### src/rtl/command_parser.sv
// command_parser: turns a (cmd, address, value) word stream into register-file
// write strobes and read requests, and serialises read responses back out as a
// handshaked word stream. Bad commands, frame timeouts and overruns are reported
// through a one-cycle error pulse plus a sticky error code.
module command_parser #(
    parameter int                    WORD_WIDTH     = 8,
    parameter int                    ADDR_WORDS     = 1,
    parameter int                    VALUE_WORDS    = 4,
    parameter logic [WORD_WIDTH-1:0] CMD_WRITE      = 8'h57,
    parameter logic [WORD_WIDTH-1:0] CMD_READ       = 8'h52,
    parameter int                    TIMEOUT_CYCLES = 1024
) (
    input  logic                              clk,
    input  logic                              i_reset_n,
    input  logic [WORD_WIDTH-1:0]             i_data,
    input  logic                              i_dv,
    output logic [ADDR_WORDS*WORD_WIDTH-1:0]  o_w_addr,
    output logic [VALUE_WORDS*WORD_WIDTH-1:0] o_w_data,
    output logic                              o_w_en,
    output logic [ADDR_WORDS*WORD_WIDTH-1:0]  o_r_addr,
    output logic                              o_r_en,
    input  logic [VALUE_WORDS*WORD_WIDTH-1:0] i_r_data,
    input  logic                              i_r_dv,
    output logic [WORD_WIDTH-1:0]             o_tx_data,
    output logic                              o_tx_valid,
    input  logic                              i_tx_ready,
    output logic                              o_busy,
    output logic                              o_err,
    output logic [1:0]                        o_err_code
);

    localparam int AW        = ADDR_WORDS * WORD_WIDTH;
    localparam int VW        = VALUE_WORDS * WORD_WIDTH;
    localparam int MAX_WORDS = (ADDR_WORDS > VALUE_WORDS) ? ADDR_WORDS : VALUE_WORDS;
    localparam int CNT_W     = $clog2(MAX_WORDS + 1);
    localparam int TO_W      = (TIMEOUT_CYCLES > 0) ? $clog2(TIMEOUT_CYCLES + 1) : 1;

    localparam logic [CNT_W-1:0] ADDR_LAST  = CNT_W'(ADDR_WORDS - 1);
    localparam logic [CNT_W-1:0] VALUE_LAST = CNT_W'(VALUE_WORDS - 1);
    localparam logic [TO_W-1:0]  TO_LAST    = (TIMEOUT_CYCLES > 0) ? TO_W'(TIMEOUT_CYCLES - 1) : '0;

    localparam logic [1:0] ERR_BAD_CMD = 2'b01;
    localparam logic [1:0] ERR_TIMEOUT = 2'b10;
    localparam logic [1:0] ERR_OVERRUN = 2'b11;

    typedef enum logic [2:0] {
        IDLE,
        ADDR,
        DATA,
        RD_WAIT,
        TX
    } state_t;

    state_t            state, state_nx;
    logic              is_read, is_read_nx;
    logic [AW-1:0]     addr_sr, addr_nx, addr_shift;
    logic [VW-1:0]     data_sr, data_nx, data_shift;
    logic [VW-1:0]     tx_sr, tx_nx;
    logic [CNT_W-1:0]  word_cnt, cnt_nx;
    logic [TO_W-1:0]   to_cnt, to_nx;
    logic              timeout_hit;

    logic [AW-1:0]     w_addr_nx, r_addr_nx;
    logic [VW-1:0]     w_data_nx;
    logic              w_en_nx, r_en_nx, err_nx;
    logic [1:0]        err_code_nx;

    // Frames arrive most-significant word first, so each new word enters at the bottom.
    assign addr_shift = (addr_sr << WORD_WIDTH) | AW'(i_data);
    assign data_shift = (data_sr << WORD_WIDTH) | VW'(i_data);

    assign o_tx_valid = (state == TX);
    assign o_tx_data  = tx_sr[VW-1 -: WORD_WIDTH];
    assign o_busy     = (state == RD_WAIT) || (state == TX);

    // State register and all registered outputs; reset discards any partial frame.
    always_ff @(posedge clk or negedge i_reset_n) begin
        if (!i_reset_n) begin
            state      <= IDLE;
            is_read    <= 1'b0;
            addr_sr    <= '0;
            data_sr    <= '0;
            tx_sr      <= '0;
            word_cnt   <= '0;
            to_cnt     <= '0;
            o_w_addr   <= '0;
            o_w_data   <= '0;
            o_w_en     <= 1'b0;
            o_r_addr   <= '0;
            o_r_en     <= 1'b0;
            o_err      <= 1'b0;
            o_err_code <= 2'b00;
        end else begin
            state      <= state_nx;
            is_read    <= is_read_nx;
            addr_sr    <= addr_nx;
            data_sr    <= data_nx;
            tx_sr      <= tx_nx;
            word_cnt   <= cnt_nx;
            to_cnt     <= to_nx;
            o_w_addr   <= w_addr_nx;
            o_w_data   <= w_data_nx;
            o_w_en     <= w_en_nx;
            o_r_addr   <= r_addr_nx;
            o_r_en     <= r_en_nx;
            o_err      <= err_nx;
            o_err_code <= err_code_nx;
        end
    end

    // Next-state, frame assembly, response serialisation, timeout and error decode.
    always_comb begin
        state_nx    = state;
        is_read_nx  = is_read;
        addr_nx     = addr_sr;
        data_nx     = data_sr;
        tx_nx       = tx_sr;
        cnt_nx      = word_cnt;
        to_nx       = '0;
        timeout_hit = 1'b0;
        w_addr_nx   = o_w_addr;
        w_data_nx   = o_w_data;
        w_en_nx     = 1'b0;
        r_addr_nx   = o_r_addr;
        r_en_nx     = 1'b0;
        err_nx      = 1'b0;
        err_code_nx = o_err_code;

        if ((TIMEOUT_CYCLES > 0) && ((state == ADDR) || (state == DATA) || (state == RD_WAIT))) begin
            if (i_dv || ((state == RD_WAIT) && i_r_dv)) begin
                to_nx = '0;
            end else if (to_cnt >= TO_LAST) begin
                timeout_hit = 1'b1;
                to_nx       = to_cnt;
            end else begin
                to_nx = to_cnt + 1'b1;
            end
        end

        case (state)
            IDLE: begin
                cnt_nx = '0;
                if (i_dv) begin
                    if ((i_data == CMD_WRITE) || (i_data == CMD_READ)) begin
                        is_read_nx = (i_data == CMD_READ);
                        state_nx   = ADDR;
                    end else begin
                        err_nx      = 1'b1;
                        err_code_nx = ERR_BAD_CMD;
                    end
                end
            end

            ADDR: begin
                if (i_dv) begin
                    addr_nx = addr_shift;
                    if (word_cnt == ADDR_LAST) begin
                        cnt_nx = '0;
                        if (is_read) begin
                            r_addr_nx = addr_shift;
                            r_en_nx   = 1'b1;
                            state_nx  = RD_WAIT;
                        end else begin
                            state_nx = DATA;
                        end
                    end else begin
                        cnt_nx = word_cnt + 1'b1;
                    end
                end else if (timeout_hit) begin
                    err_nx      = 1'b1;
                    err_code_nx = ERR_TIMEOUT;
                    state_nx    = IDLE;
                    cnt_nx      = '0;
                    addr_nx     = '0;
                    data_nx     = '0;
                end
            end

            DATA: begin
                if (i_dv) begin
                    data_nx = data_shift;
                    if (word_cnt == VALUE_LAST) begin
                        w_addr_nx = addr_sr;
                        w_data_nx = data_shift;
                        w_en_nx   = 1'b1;
                        cnt_nx    = '0;
                        state_nx  = IDLE;
                    end else begin
                        cnt_nx = word_cnt + 1'b1;
                    end
                end else if (timeout_hit) begin
                    err_nx      = 1'b1;
                    err_code_nx = ERR_TIMEOUT;
                    state_nx    = IDLE;
                    cnt_nx      = '0;
                    addr_nx     = '0;
                    data_nx     = '0;
                end
            end

            RD_WAIT: begin
                if (i_r_dv) begin
                    tx_nx    = i_r_data;
                    cnt_nx   = '0;
                    state_nx = TX;
                end else if (timeout_hit) begin
                    err_nx      = 1'b1;
                    err_code_nx = ERR_TIMEOUT;
                    state_nx    = IDLE;
                    cnt_nx      = '0;
                    addr_nx     = '0;
                end
                if (i_dv) begin
                    err_nx      = 1'b1;
                    err_code_nx = ERR_OVERRUN;
                end
            end

            TX: begin
                if (i_tx_ready) begin
                    tx_nx = tx_sr << WORD_WIDTH;
                    if (word_cnt == VALUE_LAST) begin
                        cnt_nx   = '0;
                        state_nx = IDLE;
                    end else begin
                        cnt_nx = word_cnt + 1'b1;
                    end
                end
                if (i_dv) begin
                    err_nx      = 1'b1;
                    err_code_nx = ERR_OVERRUN;
                end
            end

            default: begin
                state_nx = IDLE;
                cnt_nx   = '0;
            end
        endcase
    end

endmodule

### config.mk
export PLATFORM = sky130hd
export DESIGN_NAME = command_parser
export DESIGN_NICKNAME = d
export VERILOG_FILES = /design/src/rtl/command_parser.sv
export SDC_FILE = /design/constraint.sdc
export NUM_CORES = 1
export LEC_CHECK = 0
export ABC_CLOCK_PERIOD_IN_PS = 1900
export BUFFER_PORTS_ARGS = -buffer_cell sky130_fd_sc_hd__clkbuf_2
export CAP_MARGIN = 5
export CORE_UTILIZATION = 39
export DETAILED_ROUTE_END_ITERATION = 8
export RECOVER_POWER = 25
export SKIP_CTS_REPAIR_TIMING = 1
export SYNTH_ARGS = -nofsm -noshare
export SYNTH_HDL_FRONTEND = slang
export SYNTH_SLANG_ARGS = --single-unit
### constraint.sdc
create_clock -name clk -period 1.9 [get_ports clk]
set_input_delay 0.095 -clock clk [delete_from_list [all_inputs] [get_ports clk]]
set_output_delay 0.095 -clock clk [all_outputs]
set_load 0.03 [all_outputs]
Word-level counts from Yosys, hierarchy flattened
Cells that the tools add are included.

Bits in registers: 143. Input bits: 45.

$add $sub $neg: 2. $lt $le $gt $ge: 1. Equality and inequality tests: 20. Muxes and demuxes: 60. Reduce and logical (&&, ||, !) cells: 21. Bitwise operators: 1.

Operators with widths (number): $mux W32 (5); $pmux W32 S2 (2); $mux W3 (16); $mux W11 (3); $mux W8 (4); $or A32 B8 Y32 (1); $pmux W8 S3 (1); $mux W1 (18); $ne A2 B2 Y1 const B (9); $eq A8 B7 Y1 const B (2); $pmux W3 S5 (1); $mux W2 (7); $pmux W3 S4 (1); $reduce_and A3 Y1 (4); $add A11 B1 Y11 const B (1); $ge A11 B10 Y1 const B (1); $eq A3 B2 Y1 const B (3); $pmux W2 S4 (1); $reduce_and A4 Y1 (2); $logic_not A3 Y1 (2); $ne A3 B3 Y1 const B (2); $reduce_and A6 Y1 (1); $logic_or A1 B1 Y1 (5); $pmux W1 S4 (1); 11 further kinds (12).

Logic depth before layout (Yosys ltp)
Depth after elaboration: 9. Depth in mapped cells: 9. Mapped depth without buffers: 8.

Least setup slack after synthesis
OpenSTA, ideal clock, no wires.

Path kind: register -> register. Start point: register to_cnt[0]. End point: register data_sr[4]. Period minus slack after synthesis: 1.871 ns. Data arrival time: 1.805 ns. Buffers on the path: 1. Setup slack: 0.029 ns. Cell stages (with the launch flop): 8. Path through: dfrtp_1 ha_1 a21o_1 a41oi_2 nor2_4 o21ai_2 buf_2 a22o_1.

Cells in the longest elaborated chain, start to end: 7.

RTL lines: start: declaration (RTL line 60) `logic [TO_W-1:0] to_cnt, to_nx;`; start signal: assignment (RTL line 100) `to_cnt <= to_nx;`; $ge A11 B10 Y1 * (RTL line 132) `end else if (to_cnt >= TO_LAST) begin`; $mux W1 * (RTL line 132); $mux W1 * (RTL line 130) `if (i_dv || ((state == RD_WAIT) && i_r_dv)) begin`; $mux W1 * (RTL line 129) `if ((TIMEOUT_CYCLES > 0) && ((state == ADDR) || (state == DATA) || (state == RD_WAIT))) begin`; $mux W32 *; $mux W32 (on tied branches); $pmux W32 S2 *; end signal: assignment (RTL line 97) `data_sr <= data_nx;`; end: declaration (RTL line 57) `logic [VW-1:0] data_sr, data_nx, data_shift;`.

Every way passes the cells marked *; elsewhere a longest branch is shown, timed or not. The select of a mux whose other input is x is not followed. A chain may end at the register's enable or synchronous reset.

Final worst setup path
Start point: register state[1]. End point: register data_sr[1].

Cells in the longest elaborated chain, start to end: 8.

RTL lines: start: declaration (RTL line 54) `state_t state, state_nx;`; start signal: assignment (RTL line 94) `state <= state_nx;`; $eq A3 B2 Y1 (RTL line 129, 130); $logic_and A1 B1 Y1 (RTL line 130); $logic_or A1 B1 Y1 (RTL line 130); $mux W1 (RTL line 130); $mux W1 (RTL line 129); $mux W32; $mux W32 (on tied branches); $pmux W32 S2 (RTL line 140) `case (state)`.

Several ways; a longest one is shown, not always the timed one. The select of a mux whose other input is x is not followed.

==> impl_metrics.ini <==
[place]
place_congestion = 0.854
dp_hpwl_um = 8910
portBuffers = 107

[detailed_routing]
dr_total_vias = 4296
drt_iter0_markers = 353
via_per_inst = 5.12
drtAntennaViolNets = 0
drtPass1Iterations = 7
drt_wl_total_um = 13300
wire_per_inst_um = 15.9
drc = 22

[logic_synthesis]
synth_area_leaders = dfrtp_1 57%, mux2_2 9.0%, a22o_1 4.8%
synth_cells = 500
post-synth-top-count-cell = dfrtp_1
synth_top_area_share_pct = 57.4
synth_ff_type = dfrtp_1
synth_nets = 550
synth_commonest_cells = 135 x dfrtp_1, 59 x nand2_1, 49 x o21ai_0, 47 x mux2_2, 32 x a22o_1
synth-seq-area-share_pct = 57.4
synth_top_cell_by_area = dfrtp_1
synth-edff-count = 0
async_flop_share_pct = 100
ys_ff_latch = 135
yosysWarnings = 0
netlist_area_um2 = 5880
synth_area_per_cell_um2 = 11.8
ys_types = 55

[run]
cap_viol_max_count = 0

[timing]
drv_slew = 0
layout_min_cycle_time_ps = 1830
worst_pin_slew_ps = 1010
setup_violations = 0
rsz0062_at_grt = false
whs_ps = -29.7
hold_viol = 8
setup_tns_ps = 0
fmax_ghz = 0.546
clock_skew_ps = 7.09
timing.final.crit_share_pct = 96.3
relSlewSlack_pct = 32.9

[global_routing]
grt_pass1_vias = 4192
grt_use_total_pct = 17.6
grt_max_degree = 77
antenna_found_initial = 0
grt_pass1_wl_um = 21500
overflow = 0

[floorplanning]
io_pins = 108
core_region_area_um2 = 14600
dieArea_um2 = 15600
die_h_um = 125
die_x_um = 125
rows = 44
initial_utilization_pct = 40.2

[setup_path]
critPathKind = reg -> reg
cp-start-kind = flip-flop
required_ps = 2200
critPathMaxFanout = 24
critPathArrivalTime_ps = 2130
crit_path_end_kind = flip-flop

[cts]
cts_tree = yes
cts-htree-levels = 4
clk_latency_ps = 420
cts_buffers = 17
clk_path_buf_depth = 2
cts-root-buf = clkbuf_16
clk_pin_slew_worst_paths_ps = 60
numClockSinks = 135

[cells_and_area]
area_delta_synth_final_pct = 29.7
fin_nets = 692
diodes = 0
fill_cells = 1306
drive_gt1_share_pct = 35.3
finalCoreUtilization_pct = 52.1

[status]
status = finished with violations
violations = DRC, hold timing

[power_and_ir_drop]
switching_share_pct = 28.0
vdd_drop_max_mv = 0.657
power.switching_w = 0.00231
clkPwrFrac_pct = 41.0
powerDensity_nw_per_um2 = 1080
leakagePower_nw = 3.76
p_int_w = 0.00593
pwr-share-comb_pct = 17.1
seq_power_share_pct = 41.9

[hold_path]
hold_path.class = in -> reg
## critical path, stage by stage (launching register included)
cell,delay [ps]
dfrtp_2,460
nand3_2,90
or4b_4,480
nor2_4,230
o21ai_2,100
buf_12,160
a22o_1,190
## power by group through the flow
stage               Clock (W)  Sequential [W]  Combinational [W]
floorplan                   0         0.00361           0.000727
global placement            0         0.00348            0.00134
detailed placement          0         0.00349            0.00136
CTS                   0.00345         0.00345            0.00137
global route          0.00359         0.00350            0.00154
finish                0.00338         0.00345            0.00141
## sequential cells by signal (all words and copies together), names as in the netlist
signal / flops
state: 3
o_err_code: 2
o_r_addr: 8
is_read: 1
o_err: 1
data_sr: 24
o_r_en: 1
addr_sr: 8
o_w_en: 1
word_cnt: 3
to_cnt: 11
o_w_data: 32
tx_sr: 32
o_w_addr: 8
## per-layer routing
| metal | GRT usage [%] | part of all wire, % | up-vias |
|---|---|---|---|
| li1 | - | - | 2056 |
| met1 | 23.1 | 46 | 2093 |
| met2 | 27.7 | 47 | 132 |
| met3 | 5.58 | 5.9 | 15 |
| met4 | 6.03 | 1.2 | 0 |
| met5 | 0 | 0 | - |
## path summary, 6_finish.rpt
path,startpoint,to,slack [ps],cells after the start
min,i_r_data[12],tx_sr[12]$_DFFE_PN0P_,-30,3
min reg2reg,tx_sr[19]$_DFFE_PN0P_,tx_sr[19]$_DFFE_PN0P_,480,2
min in group asynchronous,i_reset_n,o_w_addr[1]$_DFFE_PN0P_,60,2
max reg2reg,state[1]$_DFFE_PN0P_,data_sr[1]$_DFFE_PN0P_,70,6
max in group asynchronous,i_reset_n,o_w_data[11]$_DFFE_PN0P_,520,3
max,state[1]$_DFFE_PN0P_,data_sr[1]$_DFFE_PN0P_,70,6
## area by class of cell
type | instances | area [µm²] | area share (%)
multi-input combinational | 318 | 2300 | 30.2
inverter | 12 | 47.5 | 0.623
clock buffer | 19 | 443 | 5.80
tap | 184 | 230 | 3.02
sequential | 135 | 3380 | 44.3
clock inverter | 13 | 170 | 2.23
timing repair buffer | 158 | 1060 | 13.8
## logic make-up after synthesis
group	Yosys count	share of synthesized area (%)
fa+ha+maj	5	1.06
compound gates	119	13.9
simple gates	113	9.04
mux	75	13.8
buf+inv	47	3.91
flops	135	57.4
xor+xnor	6	0.893
## cells in the final DEF (no fill, tap or decap), types with 3 or more instances in the layout
master,Yosys,layout
a21oi_1,8,7
a22o_1,32,32
and2_1,4,4
buf_12,0,5
buf_4,9,24
bufinv_16,0,3
clkbuf_16,0,18
clkbuf_2,0,104
dfrtp_1,135,133
dlygate4sd3_1,0,20
ha_1,5,5
inv_1,10,10
inv_6,0,3
mux2_2,47,47
mux2i_1,28,28
nand2_1,59,58
nand2b_1,3,3
nand3_1,4,3
nand4_1,3,3
nor2_1,21,21
nor2b_1,4,4
o211ai_1,3,3
o21a_1,3,3
o21ai_0,49,48
xnor2_1,3,3
xor2_1,3,3
## through the flow
| stage | total power, W | hold WS (ps) | instance area, µm² | worst slack, ps | cells |
|---|---|---|---|---|---|
| 6_report | 0.00824 | -29.7 | 7630 | 70.0 | 839 |
| 2_1_floorplan | 0.00433 | -201 | 5880 | 29.2 | 500 |
| 4_1_cts | 0.00827 | -559 | 7380 | -36.8 | 816 |
| 3_3_place_gp | 0.00482 | -115 | 6770 | 120 | 784 |
| 3_5_place_dp | 0.00485 | -115 | 6770 | 38.1 | 784 |
| 5_1_grt | 0.00862 | 7.36 | 7630 | 5.21 | 839 |
Note: power is estimated with default switching activity, not from simulation.
